==> src/rtl/sb_drain_ctrl.sv <==
// Store-buffer drain controller: pops buffered dirty entries one at a time and writes them to
// memory, sharing the memory port with the cache refill path through a small priority arbiter.
module sb_drain_ctrl #(
  parameter int unsigned ADDR_W = 32,
  parameter int unsigned DATA_W = 32,
  parameter int unsigned PTR_W  = 6,
  parameter int unsigned CNT_W  = 16
) (
  input  logic              clk,
  input  logic              rst,
  input  logic              sb_empty_i,
  input  logic              sb_full_i,
  input  logic [ADDR_W-1:0] sb_raddr_i,
  input  logic [DATA_W-1:0] sb_rdata_i,
  output logic              sb_re_o,
  output logic [PTR_W-1:0]  read_ptr_o,
  output logic              mem_req_o,
  output logic              mem_we_o,
  output logic [ADDR_W-1:0] mem_addr_o,
  output logic [DATA_W-1:0] mem_wdata_o,
  input  logic              mem_ack_i,
  input  logic              refill_req_i,
  output logic              refill_gnt_o,
  input  logic              drain_all_i,
  output logic              drain_busy_o,
  output logic              drained_o,
  output logic [CNT_W-1:0]  wr_count_o
);

  typedef enum logic [1:0] {StIdle, StFetch, StWrite, StGrant} state_e;

  state_e             state_q;
  logic [PTR_W-1:0]   read_ptr_q;
  logic [ADDR_W-1:0]  mem_addr_q;
  logic [DATA_W-1:0]  mem_wdata_q;
  logic [CNT_W-1:0]   wr_count_q;
  logic               sb_re_q;
  logic               mem_req_q;
  logic               refill_gnt_q;

  // Strobes are registered alongside the state so each one is high exactly while in its state.
  always_ff @(posedge clk) begin
    if (rst) begin
      state_q      <= StIdle;
      read_ptr_q   <= '0;
      mem_addr_q   <= '0;
      mem_wdata_q  <= '0;
      wr_count_q   <= '0;
      sb_re_q      <= 1'b0;
      mem_req_q    <= 1'b0;
      refill_gnt_q <= 1'b0;
    end else begin
      unique case (state_q)
        StIdle: begin
          // A full buffer or a forced drain outranks the refill path; otherwise refill goes first.
          if (!sb_empty_i && (sb_full_i || drain_all_i)) begin
            state_q <= StFetch;
            sb_re_q <= 1'b1;
          end else if (refill_req_i) begin
            state_q      <= StGrant;
            refill_gnt_q <= 1'b1;
          end else if (!sb_empty_i) begin
            state_q <= StFetch;
            sb_re_q <= 1'b1;
          end
        end
        StFetch: begin
          mem_addr_q  <= sb_raddr_i;
          mem_wdata_q <= sb_rdata_i;
          sb_re_q     <= 1'b0;
          mem_req_q   <= 1'b1;
          state_q     <= StWrite;
        end
        StWrite: begin
          if (mem_ack_i) begin
            read_ptr_q <= read_ptr_q + PTR_W'(1);
            if (wr_count_q != {CNT_W{1'b1}}) begin
              wr_count_q <= wr_count_q + CNT_W'(1);
            end
            mem_req_q <= 1'b0;
            state_q   <= StIdle;
          end
        end
        StGrant: begin
          if (!refill_req_i) begin
            refill_gnt_q <= 1'b0;
            state_q      <= StIdle;
          end
        end
        default: begin
          state_q      <= StIdle;
          sb_re_q      <= 1'b0;
          mem_req_q    <= 1'b0;
          refill_gnt_q <= 1'b0;
        end
      endcase
    end
  end

  assign sb_re_o      = sb_re_q;
  assign read_ptr_o   = read_ptr_q;
  assign mem_req_o    = mem_req_q;
  assign mem_we_o     = mem_req_q;
  assign mem_addr_o   = mem_addr_q;
  assign mem_wdata_o  = mem_wdata_q;
  assign refill_gnt_o = refill_gnt_q;
  assign wr_count_o   = wr_count_q;
  assign drain_busy_o = (state_q == StFetch) || (state_q == StWrite);
  assign drained_o    = sb_empty_i && (state_q == StIdle);

endmodule
==> config.mk <==
export PLATFORM = sky130hd
export DESIGN_NAME = sb_drain_ctrl
export DESIGN_NICKNAME = d
export VERILOG_FILES = /design/src/rtl/sb_drain_ctrl.sv
export SDC_FILE = /design/constraint.sdc
export NUM_CORES = 1
export LEC_CHECK = 0
export CAP_MARGIN = 40
export CORE_ASPECT_RATIO = 1.1
export CORE_MARGIN = 2
export CORE_UTILIZATION = 41
export DETAILED_ROUTE_END_ITERATION = 12
export GPL_TIMING_DRIVEN = 0
export PLACE_DENSITY = 0.79
export SETUP_SLACK_MARGIN = 0.2
export SLEW_MARGIN = 30
export SYNTH_ARGS = -nofsm -noshare
export SYNTH_HDL_FRONTEND = slang
export SYNTH_SLANG_ARGS = --single-unit
==> constraint.sdc <==
create_clock -name clk -period 2.55 [get_ports clk]
set_clock_uncertainty 0.1 [all_clocks]
set_input_delay 0.255 -clock clk [delete_from_list [all_inputs] [get_ports clk]]
set_output_delay 0.255 -clock clk [all_outputs]
set_load 0.02 [all_outputs]
== Word-level counts from Yosys, hierarchy flattened ==
Cells that the tools add are included.

* RAM bits: 0
* Bits in registers: 91
* Output and inout port bits: 92
* Memories: 0
* Bits of input ports: 71
* Logic and storage cells: 52
* Latch bits: 0
* Bits in read-only memories: 0

* Reductions and logical operators: 15
* Muxes and demuxes: 16
* $mul: 0
* Divide/modulo/power cells: 0
* Shifts and indexed selects: 0
* $lt $le $gt $ge: 0
* Equal/unequal tests: 11
* Add/sub/neg operators: 2
* Bitwise gates (word level): 0

{| class="wikitable"
|+ Operators by type and width
! cell !! number
|-
| $add A16 B1 Y16 const B || 1
|-
| $ne A16 B16 Y1 const B || 1
|-
| $mux W2 || 5
|-
| $reduce_and A3 Y1 || 3
|-
| $ne A2 B2 Y1 const B || 4
|-
| $pmux W2 S4 || 1
|-
| $mux W1 || 7
|-
| $add A6 B1 Y6 const B || 1
|-
| $ne A3 B3 Y1 const B || 2
|-
| $pmux W1 S2 || 3
|-
| $reduce_bool A2 Y1 || 3
|-
| $eq A2 B2 Y1 const B || 2
|-
| $ne A4 B4 Y1 const B || 1
|-
| $reduce_and A2 Y1 || 2
|-
| $reduce_and A4 Y1 || 1
|-
| $eq A2 B1 Y1 const B || 1
|-
| $logic_and A1 B1 Y1 || 2
|-
| $logic_not A2 Y1 || 1
|-
| $logic_or A1 B1 Y1 || 2
|-
| $logic_not A1 Y1 || 1
|}

== Logic depth before layout (Yosys ltp) ==
Gate-level depths: netlist of run 1.

* Depth after elaboration: 4
* Gate-level depth with buffers: 8
* Depth with buffers taken out: 6

== Worst setup path before layout of run 1 ==
Ideal clock, no wire load.

* Path kind: reg-to-reg
* From: register wr_count_q[0] (netlist: wr_count_o[0])
* To: register wr_count_q[14] (netlist: wr_count_o[14])
* Path slack: 0.430 ns
* Path buffers: 1
* Period minus slack after synthesis: 2.120 ns
* Data required time: 2.380 ns
* Data arrival time: 1.949 ns
* Library setup time: 0.070 ns
* Cell stages (with the launch flop): 7
* Cells stage by stage: dfxtp_1 -> ha_1 -> nand3_2 -> or3_1 -> buf_2 -> or4_1 -> a21oi_1

* Cells in the longest elaborated chain, start to end: 2
* Elaborated cells between the ends (all ways): 3
* Classes of those cells: 1 x add/sub; 1 x eq/ne; 1 x reduce/logical

{| class="wikitable"
|+ Ends and longest elaborated chain
! item !! line !! RTL
|-
| start, declared || 36 || <nowiki>logic [CNT_W-1:0] wr_count_q;</nowiki>
|-
| start signal, assigned || 78 || <nowiki>wr_count_q <= wr_count_q + CNT_W'(1);</nowiki>
|-
| parallel branches: the longest is 2 deep, another holds $add A16 B1 Y16 || -- ||
|}

Parallel ways; which one is timed is not known.
A chain may end at the register's enable or synchronous reset.

== Worst setup path in the final report of run 1 ==
* From: register state_q[1]
* To: output drained_o

* Cells in the longest elaborated chain, start to end: 2

{| class="wikitable"
|+ Ends and longest elaborated chain
! item !! line !! RTL
|-
| start, declared || 32 || <nowiki>state_e state_q;</nowiki>
|-
| start signal, assigned || 44 || <nowiki>state_q <= StIdle;</nowiki>
|-
| start signal, assigned || 57 || <nowiki>state_q <= StFetch;</nowiki>
|-
| start signal, assigned || 60 || <nowiki>state_q <= StGrant;</nowiki>
|-
| $logic_not A2 Y1 || 109 || <nowiki>assign drained_o = sb_empty_i && (state_q == StIdle);</nowiki>
|-
| $logic_and A1 B1 Y1 || 109 ||
|-
| end, declared || 26 || <nowiki>output logic drained_o,</nowiki>
|}

No other way between the ends.

==> key figures, run 1 <==
Floorplan
  • Chip height: 102 um
  • Die width: 93.4 um
  • Initial Utilization: 42.7%
  • Core Region: 8450 um^2
  • I/O pin count: 163
  • Site Rows: 35
  • Die area: 9560 um^2

Worst setup path
  • Worst Path Arrival: 1820 ps
  • Kind of critical path: flip-flop to output port
  • CP max-delay cell: clkdlybuf4s50_1
  • Largest stage delay on the critical path: 600 ps
  • Critical path required time: 2190 ps
  • Critical-path maximum fanout: 6
  • Most frequent CP cell: inv_1
  • Worst Setup End Kind: output port
  • CP Launch Type: flip-flop
  • Cells along the critical path: inv_1 -> ha_2 -> nand2_1 -> inv_1 -> clkdlybuf4s50_1
  • Reg-to-reg setup timing slack: 380 ps

Synth
  • Yosys top cell area share: 50.5%
  • Distinct cell type count after synthesis: 43
  • Async set or reset register ratio after synthesis: 0%
  • Gate count after technology mapping: 370
  • Seq/Total Area, Yosys: 50.5%
  • Mapped Area: 3610 um^2
  • Area leader, netlist: dfxtp_1
  • Avg Inst Size Synth: 9.75 um^2
  • Yosys reg bits: 91
  • Top post-synthesis cells by count: dfxtp_1, nor2_1, mux2i_1, a21oi_1
  • Mapped Nets: 447
  • Area contributors post-synth: dfxtp_1, mux2i_1, nor2_1
  • Number of synthesized flops with an enable pin: 0
  • Ys flop type: dfxtp_1
  • Warnings, synthesis: 0
  • Most numerous cell in the Yosys netlist: dfxtp_1

Drt
  • DRT antenna net count: 0
  • DRC viols: 0
  • Via Count: 3261
  • Via/cell ratio: 4.96
  • Wire per inst: 15.0 um
  • Initial DRC count: 66
  • Detailed Route WL: 9870 um
  • DRT Pass-1 Iters: 4

Global routing
  • Global-route usage over all layers: 20.7%
  • Largest net degree at the start of global routing: 15
  • Vias in the first global route: 3321
  • GR Overflow Total: 0
  • Initial antenna violation count: 0
  • First-pass GRT wire length: 15500 um

Clock network
  • CTS tree: done
  • H-Tree Depth: 3
  • Setup bufs post-CTS: 0
  • Worst-path clk slew: 90 ps
  • Clk sink count: 91
  • Number of hold buffers added after cts: 0
  • Root Buffer Master: clkbuf_8
  • Later-pin clock latency in the skew report: 360 ps
  • Cts bufs inserted: 9
  • Clock tree buffer depth: 2

STA
  • Max-slew violations: 0
  • Final WS setup: 371 ps
  • Worst-margin pin slew: 715 ps
  • Fmax: 459 MHz
  • RSZ-0062 raised after global routing: no
  • Fin crit period: 2180 ps
  • Setup-failing EPs final: 0
  • Final worst-path cycle share: 85.5%
  • Rel. slew slack: 52.3%
  • Setup TNS: 0 ps
  • Fin. Hold Viols: 0

Finish
  • N_diodes: 0
  • FILL cells: 692
  • Nets: 620
  • Share of cells above drive strength 1: 6.03%
  • Synth-to-layout area growth: 55.6%

Run status
  • Outcome: completed

Power and ir drop
  • Total power: 4090 uW
  • Lkg Pwr: 0.00208 uW
  • Pwr dens: 728 nW/um^2
  • Max VDD drop: 0.000428 V

Min path
  • Min-Delay Path Class: flip-flop to flip-flop

Placement
  • IO buf count: 162
  • Post-Place Worst Slack: 183 ps
  • GPL Wtd Cong: 0.817
  • DP HPWL: 7480 um

Job
  • Max-Cap Viols: 0
[sequential cells by signal, indices dropped and copies added, names as in the netlist]
signal	flops
read_ptr_o	6
mem_wdata_o	32
mem_req_o	1
state_q	2
sb_re_o	1
wr_count_o	16
mem_addr_o	32
refill_gnt_o	1
[worst paths after layout]
| path | cells after the start | from | end |
|---|---|---|---|
| setup / recovery | 5 | state_q[1] | drained_o |
| hold / removal | 2 | read_ptr_o[1] | read_ptr_o[1] |
| setup reg to reg | 6 | wr_count_o[0] | wr_count_o[14] |
| hold reg to reg | 2 | read_ptr_o[1] | read_ptr_o[1] |
[metal layers]
metal	global-route usage, %	routed length, um	up-vias
li1	-	-	1626
met1	22.4	3900	1510
met2	35.9	4880	116
met3	10.3	974	9
met4	6.22	117	0
met5	0	0	-
[cell families (layout without fill, tap and decap cells)]
logic type | after synthesis | count (layout) | synth area share, %
fa+ha+maj | 6 | 6 | 2.08
buf+inv | 32 | 209 | 3.68
mux | 66 | 66 | 18.4
xor+xnor | 6 | 6 | 1.46
compound gates | 39 | 39 | 7.11
simple gates | 130 | 130 | 16.8
flops | 91 | 91 | 50.5
[area by class of cell]
class	instances	area, um^2	area share [%]
clock buffers	10	128	2.28
flip-flops and latches	91	1820	32.5
repair buffers	162	1620	28.9
plain buffers	23	100	1.78
well taps	111	139	2.48
clock inverters	5	103	1.83
inverters	9	33.8	0.602
multi-input cells	247	1660	29.6
[through the flow]
step                area, um^2  util (%)  cells  hold WS [ps]
finish                    5610      66.4    658           396
global route              5610      66.4    658           397
CTS                       5600      66.2    658           388
detailed placement        5370      63.5    643           384
global placement          5370      63.5    643           372
floorplan                 3610         -    370           302
[power breakdown]
| group | total (uW) | internal (uW) | switching (uW) |
|---|---|---|---|
| sequential | 1680 | 1580 | 94.8 |
| combinational | 1260 | 640 | 620 |
| clock | 1150 | 645 | 503 |
| total | 4090 | 2870 | 1220 |
[timing repair]
action,CTS,global route
endpoints found under the hold margin,0,0
resized for setup,0,3
setup endpoints to repair,0,7
[critical path, delay by kind of cell, from the launching register on]
kind	cells	cell delay, ps
adder cells (fa/ha/maj)	1	240
buffers and inverters	3	780
flip-flops	1	360
AND/OR/NAND/NOR	1	100
[cells in the final DEF, fill, tap and decap left out, drive strengths merged, types with 2 or more instances in the layout]
cell type / n
a211oi: 3
a21oi: 14
a22oi: 2
and3: 2
buf: 9
bufinv: 3
clkbuf: 24
clkdlybuf4s50: 162
dfxtp: 91
ha: 6
inv: 9
mux2i: 65
nand2: 13
nand3: 4
nand4: 8
nor2: 79
nor2b: 2
nor3: 2
nor4: 3
o21ai: 5
o221ai: 2
o31ai: 6
or3: 9
or4: 5
xor2: 5
(Power assumes the default switching activity.)
==> run 2, diff against run 1 <==
--- a/config.mk
+++ b/config.mk
@@ -6,12 +6,15 @@
 export NUM_CORES = 1
 export LEC_CHECK = 0
 export CAP_MARGIN = 40
+export CELL_PAD_IN_SITES_DETAIL_PLACEMENT = 0
+export CELL_PAD_IN_SITES_GLOBAL_PLACEMENT = 1
 export CORE_ASPECT_RATIO = 1.1
 export CORE_MARGIN = 2
-export CORE_UTILIZATION = 41
+export CORE_UTILIZATION = 30
 export DETAILED_ROUTE_END_ITERATION = 12
 export GPL_TIMING_DRIVEN = 0
-export PLACE_DENSITY = 0.79
+export HOLD_SLACK_MARGIN = 0.08
+export PLACE_DENSITY_LB_ADDON = 0.1
 export SETUP_SLACK_MARGIN = 0.2
 export SLEW_MARGIN = 30
 export SYNTH_ARGS = -nofsm -noshare
==> run 2 against run 1 <==
  * Combinational power about the same
  * Critical path type is now flip-flop to flip-flop
  * Final cell count increased by 6.7%
  * Via count fell by 2.3%
==> key figures, run 2 (synthesized netlist as in run 1, its figures left out) <==
Run status
  • Outcome: completed

Worst setup path
  • Critical-path maximum fanout: 10
  • CP top delay family: simple AND/OR/NAND/NOR gates
  • Largest stage delay on the critical path: 470 ps
  • Most frequent CP cell: buf_2
  • Critical path required time: 2710 ps
  • CP Launch Type: flip-flop
  • Crit path buffers/inverters: 3
  • Kind of critical path: flip-flop to flip-flop
  • Worst Path Arrival: 2360 ps
  • Reg-to-reg setup timing slack: 340 ps
  • Worst Setup End Kind: flip-flop
  • Cells along the critical path: inv_1 -> ha_1 -> nand2_1 -> buf_2 -> or3_1 -> buf_2 -> or4_1 -> a21oi_1
  • CP max-delay cell: or4_1

Clock network
  • Later-pin clock latency in the skew report: 330 ps
  • Clock tree buffer depth: 2
  • Clk sink count: 91
  • Worst-path clk slew: 60 ps
  • Root Buffer Master: clkbuf_16
  • H-Tree Depth: 3
  • Setup bufs post-CTS: 0
  • CTS tree: done
  • Cts bufs inserted: 9

Floorplan
  • Die area: 12900 um^2
  • Site Rows: 42
  • Core Region: 11900 um^2
  • I/O pin count: 163
  • Initial Utilization: 30.4%
  • Chip height: 119 um
  • Die width: 109 um

Global routing
  • First-pass GRT wire length: 15300 um
  • Largest net degree at the start of global routing: 15
  • Vias in the first global route: 3070
  • GR Overflow Total: 0
  • Initial antenna violation count: 0
  • Global-route usage over all layers: 15.0%

Power and ir drop
  • Lkg Pwr: 0.00211 uW
  • Max VDD drop: 0.000376 V
  • Pwr dens: 755 nW/um^2

Finish
  • Nets: 620
  • Most frequent cells in the layout: clkdlybuf4s50_1, dfxtp_1, nor2_1
  • Area of the multi-input gates: 1650 um^2
  • Synth-to-layout area growth: 58.9%
  • Leading cell type in the layout, fill and taps excluded: clkdlybuf4s50_1
  • N_diodes: 0
  • Register area: 1820 um^2
  • FILL cells: 1167
  • Cell Count, Final, Fillers Out: 702
  • Share of cells above drive strength 1: 6.02%

STA
  • RSZ-0062 raised after global routing: no
  • Fin crit period: 2210 ps
  • Fmax: 453 MHz
  • Final worst-path cycle share: 86.5%
  • Setup TNS: 0 ps
  • Setup-failing EPs final: 0
  • Rel. slew slack: 48.2%
  • Worst-margin pin slew: 771 ps
  • Max-slew violations: 0
  • Fin. Hold Viols: 0

Drt
  • Via/cell ratio: 4.54
  • Initial DRC count: 121
  • Via Count: 3186
  • DRT antenna net count: 0
  • Wire per inst: 13.9 um
  • DRC viols: 0
  • DRT Pass-1 Iters: 4
  • Detailed Route WL: 9750 um

Placement
  • GPL Wtd Cong: 0.751
  • IO buf count: 162
  • DP HPWL: 7320 um
  • Placed cells: 686

Job
  • Max-Cap Viols: 0

Min path
  • Min-Delay Path Class: flip-flop to flip-flop
==> run 2: changes by cell type in the layout (fill, tap and decap cells not counted), sizes merged <==
cell	previous run	this run
bufinv	3	2
clkinvlp	1	0
clkinv	1	4
==> run 2: final cells by class <==
type,instances,share of cell area (%)
buffer,23,1.75
tap,154,3.36
clock buffer,10,4.00
multi-input combinational,247,28.8
timing repair buffer,162,28.3
inverter,9,0.590
clock inverter,6,1.40
sequential,91,31.8
==> run 2: repair_timing <==
| item | 4_1_cts | 5_1_grt |
|---|---|---|
| hold buffers | 0 | 0 |
| endpoints found under the setup margin | 0 | 9 |
| resized for setup | 0 | 1 |
==> run 2: path summary, 6_finish.rpt <==
check / from / to / depth (start not counted)
hold reg to reg: mem_addr_o[25] / mem_addr_o[25] / 2
setup / recovery: state_q[0] / wr_count_o[14] / 8
hold / removal: mem_addr_o[25] / mem_addr_o[25] / 2
setup reg to reg: state_q[0] / wr_count_o[14] / 8
==> run 2: metal layers <==
layer / wire [um] / global-route usage (%)
met1: 4280 / 18.6
met2: 4610 / 23.9
met3: 721 / 4.93
met4: 136 / 5.53
met5: 0 / 0
==> run 2: power breakdown <==
part	internal (uW)	switching (uW)
clock	853	545
sequential	1580	90.5
combinational	637	616
==> run 2: worst register-to-register path, stage by stage (launching register included) <==
cell     delay, ps
dfxtp_1        340
inv_1          100
ha_1           200
nand2_1         80
buf_2          180
or3_1          350
buf_2          160
or4_1          470
a21oi_1        150
==> run 2: stage by stage <==
stage | hold slack (ps) | setup WS (ps) | util (%) | power (uW) | cell area [um^2]
after global routing | 424 | 221 | 48.3 | 4540 | 5730
after global placement | 371 | 158 | 45.6 | 2960 | 5420
after CTS | 396 | 307 | 48.2 | 4400 | 5730
after detailed placement | 380 | 156 | 45.6 | 2980 | 5420
final | 392 | 344 | 48.3 | 4330 | 5730
after floorplan | 302 | 430 | - | 2410 | 3610
==> run 3, diff against run 2 <==
--- a/config.mk
+++ b/config.mk
@@ -11,11 +11,12 @@
 export CORE_ASPECT_RATIO = 1.1
 export CORE_MARGIN = 2
 export CORE_UTILIZATION = 30
+export CTS_CLUSTER_DIAMETER = 50
 export DETAILED_ROUTE_END_ITERATION = 12
 export GPL_TIMING_DRIVEN = 0
 export HOLD_SLACK_MARGIN = 0.08
 export PLACE_DENSITY_LB_ADDON = 0.1
-export SETUP_SLACK_MARGIN = 0.2
+export SETUP_SLACK_MARGIN = 0.05
 export SLEW_MARGIN = 30
 export SYNTH_ARGS = -nofsm -noshare
 export SYNTH_HDL_FRONTEND = slang
==> constraint.sdc (replaced) <==
create_clock -name clk -period 2.55 [get_ports clk]
set_clock_uncertainty 0.1 [all_clocks]
set_input_delay 0.51 -clock clk [delete_from_list [all_inputs] [get_ports clk]]
set_output_delay 0.51 -clock clk [all_outputs]
set_load 0.02 [all_outputs]
==> run 3 against run 2 <==
  * Non-clock buffer count stayed put
  * Register-to-register slack hardly changed
  * Total power hardly changed
  * Flip-flop and latch count stayed put
  * Clock-buffer cell count stayed put
  * Core utilization hardly changed
  * Critical path depth is 1 lower
  * Largest power group unchanged
==> key figures, run 3 (synthesized netlist as in run 1, its figures left out) <==
Global routing
  • Vias in the first global route: 3070
  • Initial antenna violation count: 0
  • Global-route usage over all layers: 15.0%
  • Largest net degree at the start of global routing: 15
  • First-pass GRT wire length: 15300 um
  • GR Overflow Total: 0

Clock network
  • Cts bufs inserted: 9
  • CTS tree: done
  • H-Tree Depth: 3
  • Setup bufs post-CTS: 0
  • Later-pin clock latency in the skew report: 330 ps
  • Clock tree buffer depth: 2
  • Worst-path clk slew: 70 ps
  • Clk sink count: 91
  • Root Buffer Master: clkbuf_16

Drt
  • Via/cell ratio: 4.54
  • Wire per inst: 13.9 um
  • Via Count: 3190
  • DRC viols: 0
  • Initial DRC count: 102
  • DRT Pass-1 Iters: 4
  • Detailed Route WL: 9750 um
  • DRT antenna net count: 0

STA
  • Fmax: 433 MHz
  • Fin. Hold Viols: 0
  • Final WS setup: 238 ps
  • Rel. slew slack: 48.7%
  • Worst-margin pin slew: 763 ps
  • RSZ-0062 raised after global routing: no
  • Final worst-path cycle share: 90.7%
  • Hold slack: 394 ps
  • Fin crit period: 2310 ps
  • Max-slew violations: 0
  • Setup-failing EPs final: 0

Placement
  • DP HPWL: 7320 um
  • Dpl cell area: 5420 um^2
  • Post-Place Worst Slack: -99.5 ps
  • GPL Wtd Cong: 0.751
  • IO buf count: 162

Worst setup path
  • Worst Setup End Kind: flip-flop
  • Critical path required time: 2710 ps
  • CP Launch Type: input port
  • Kind of critical path: input port to flip-flop
  • Critical-path maximum fanout: 10
  • Worst Path Arrival: 2470 ps

Min path
  • Min-Delay Path Class: flip-flop to flip-flop

Floorplan
  • Chip height: 119 um
  • Site Rows: 42
  • Die area: 12900 um^2
  • Core Region: 11900 um^2
  • Die width: 109 um
  • Initial Utilization: 30.4%
  • I/O pin count: 163

Finish
  • N_diodes: 0
  • Nets: 620
  • Leading cell type in the layout, fill and taps excluded: clkdlybuf4s50_1
  • Area of the multi-input gates: 1650 um^2
  • FILL cells: 1166
  • Register area: 1820 um^2
  • Most frequent cells in the layout: clkdlybuf4s50_1, dfxtp_1, nor2_1
  • Synth-to-layout area growth: 59.0%
  • Post-route cell area: 5730 um^2
  • Share of cells above drive strength 1: 5.84%
  • Fin util: 48.3%

Power and ir drop
  • Clock network fraction of total power: 32.3%
  • Total power: 4330 uW
  • Pwr dens: 755 nW/um^2
  • Lkg Pwr: 0.00212 uW
  • Internal power: 3070 uW
  • Psw: 1250 uW
  • Switching Fraction: 29.0%
  • Gate power share: 29.0%
  • Sequential Power Share: 38.7%
  • Max VDD drop: 0.000375 V

Job
  • Max-Cap Viols: 0

Run status
  • Outcome: completed
## run 3: cell types whose count changed in the layout (fill, tap and decap cells not counted), sizes merged
cell and change:
dlymetal6s2s +1, buf +1, clkdlybuf4s50 -1, clkbuf -1
## run 3: layout make-up
cell class              count  area share (%)
plain buffers              23            1.72
flip-flops and latches     91            31.8
clock inverters             6            1.40
inverters                   9           0.589
repair buffers            162            28.3
multi-input cells         247            28.8
clock buffers              10            3.99
well taps                 154            3.36
## run 3: power groups by stage
stage	registers [uW]	logic (uW)	clock network (uW)
final	1680	1250	1400
after global routing	1700	1350	1490
after CTS	1680	1280	1450
after detailed placement	1700	1270	0
after global placement	1700	1260	0
after floorplan	1890	529	0
## run 3: final timing paths
check	end	startpoint	slack, ps	cells past startpoint
worst min register to register	mem_addr_o[25]	mem_addr_o[25]	390	2
worst min-delay path	mem_addr_o[25]	mem_addr_o[25]	390	2
worst max register to register	wr_count_o[14]	state_q[0]	350	8
worst max-delay path	wr_count_o[14]	mem_ack_i	240	7
## run 3: critical path: stages
cell             delay, ps
clkdlybuf4s50_1        540
nand2_1                 90
buf_2                  190
or3_1                  350
buf_2                  160
or4_1                  470
a21oi_1                150
## run 3: layer usage
metal | vias up | share of wire [%] | global-route usage, %
li1 | 1618 | - | -
met3 | 8 | 7.3 | 4.93
met5 | - | 0 | 0
met2 | 88 | 47 | 23.9
met1 | 1476 | 44 | 18.6
met4 | 0 | 1.1 | 5.53
## run 3: what timing repair did
| action | in CTS | in global routing |
|---|---|---|
| setup endpoints to repair | 0 | 1 |
| hold buffers | 0 | 0 |
| gates resized for setup | 0 | 1 |
## run 3: per-stage QoR
stage	std cells	setup TNS, ps
after global routing	702	0
after floorplan	370	0
after global placement	686	-190
final	702	0
after CTS	702	0
after detailed placement	686	-175
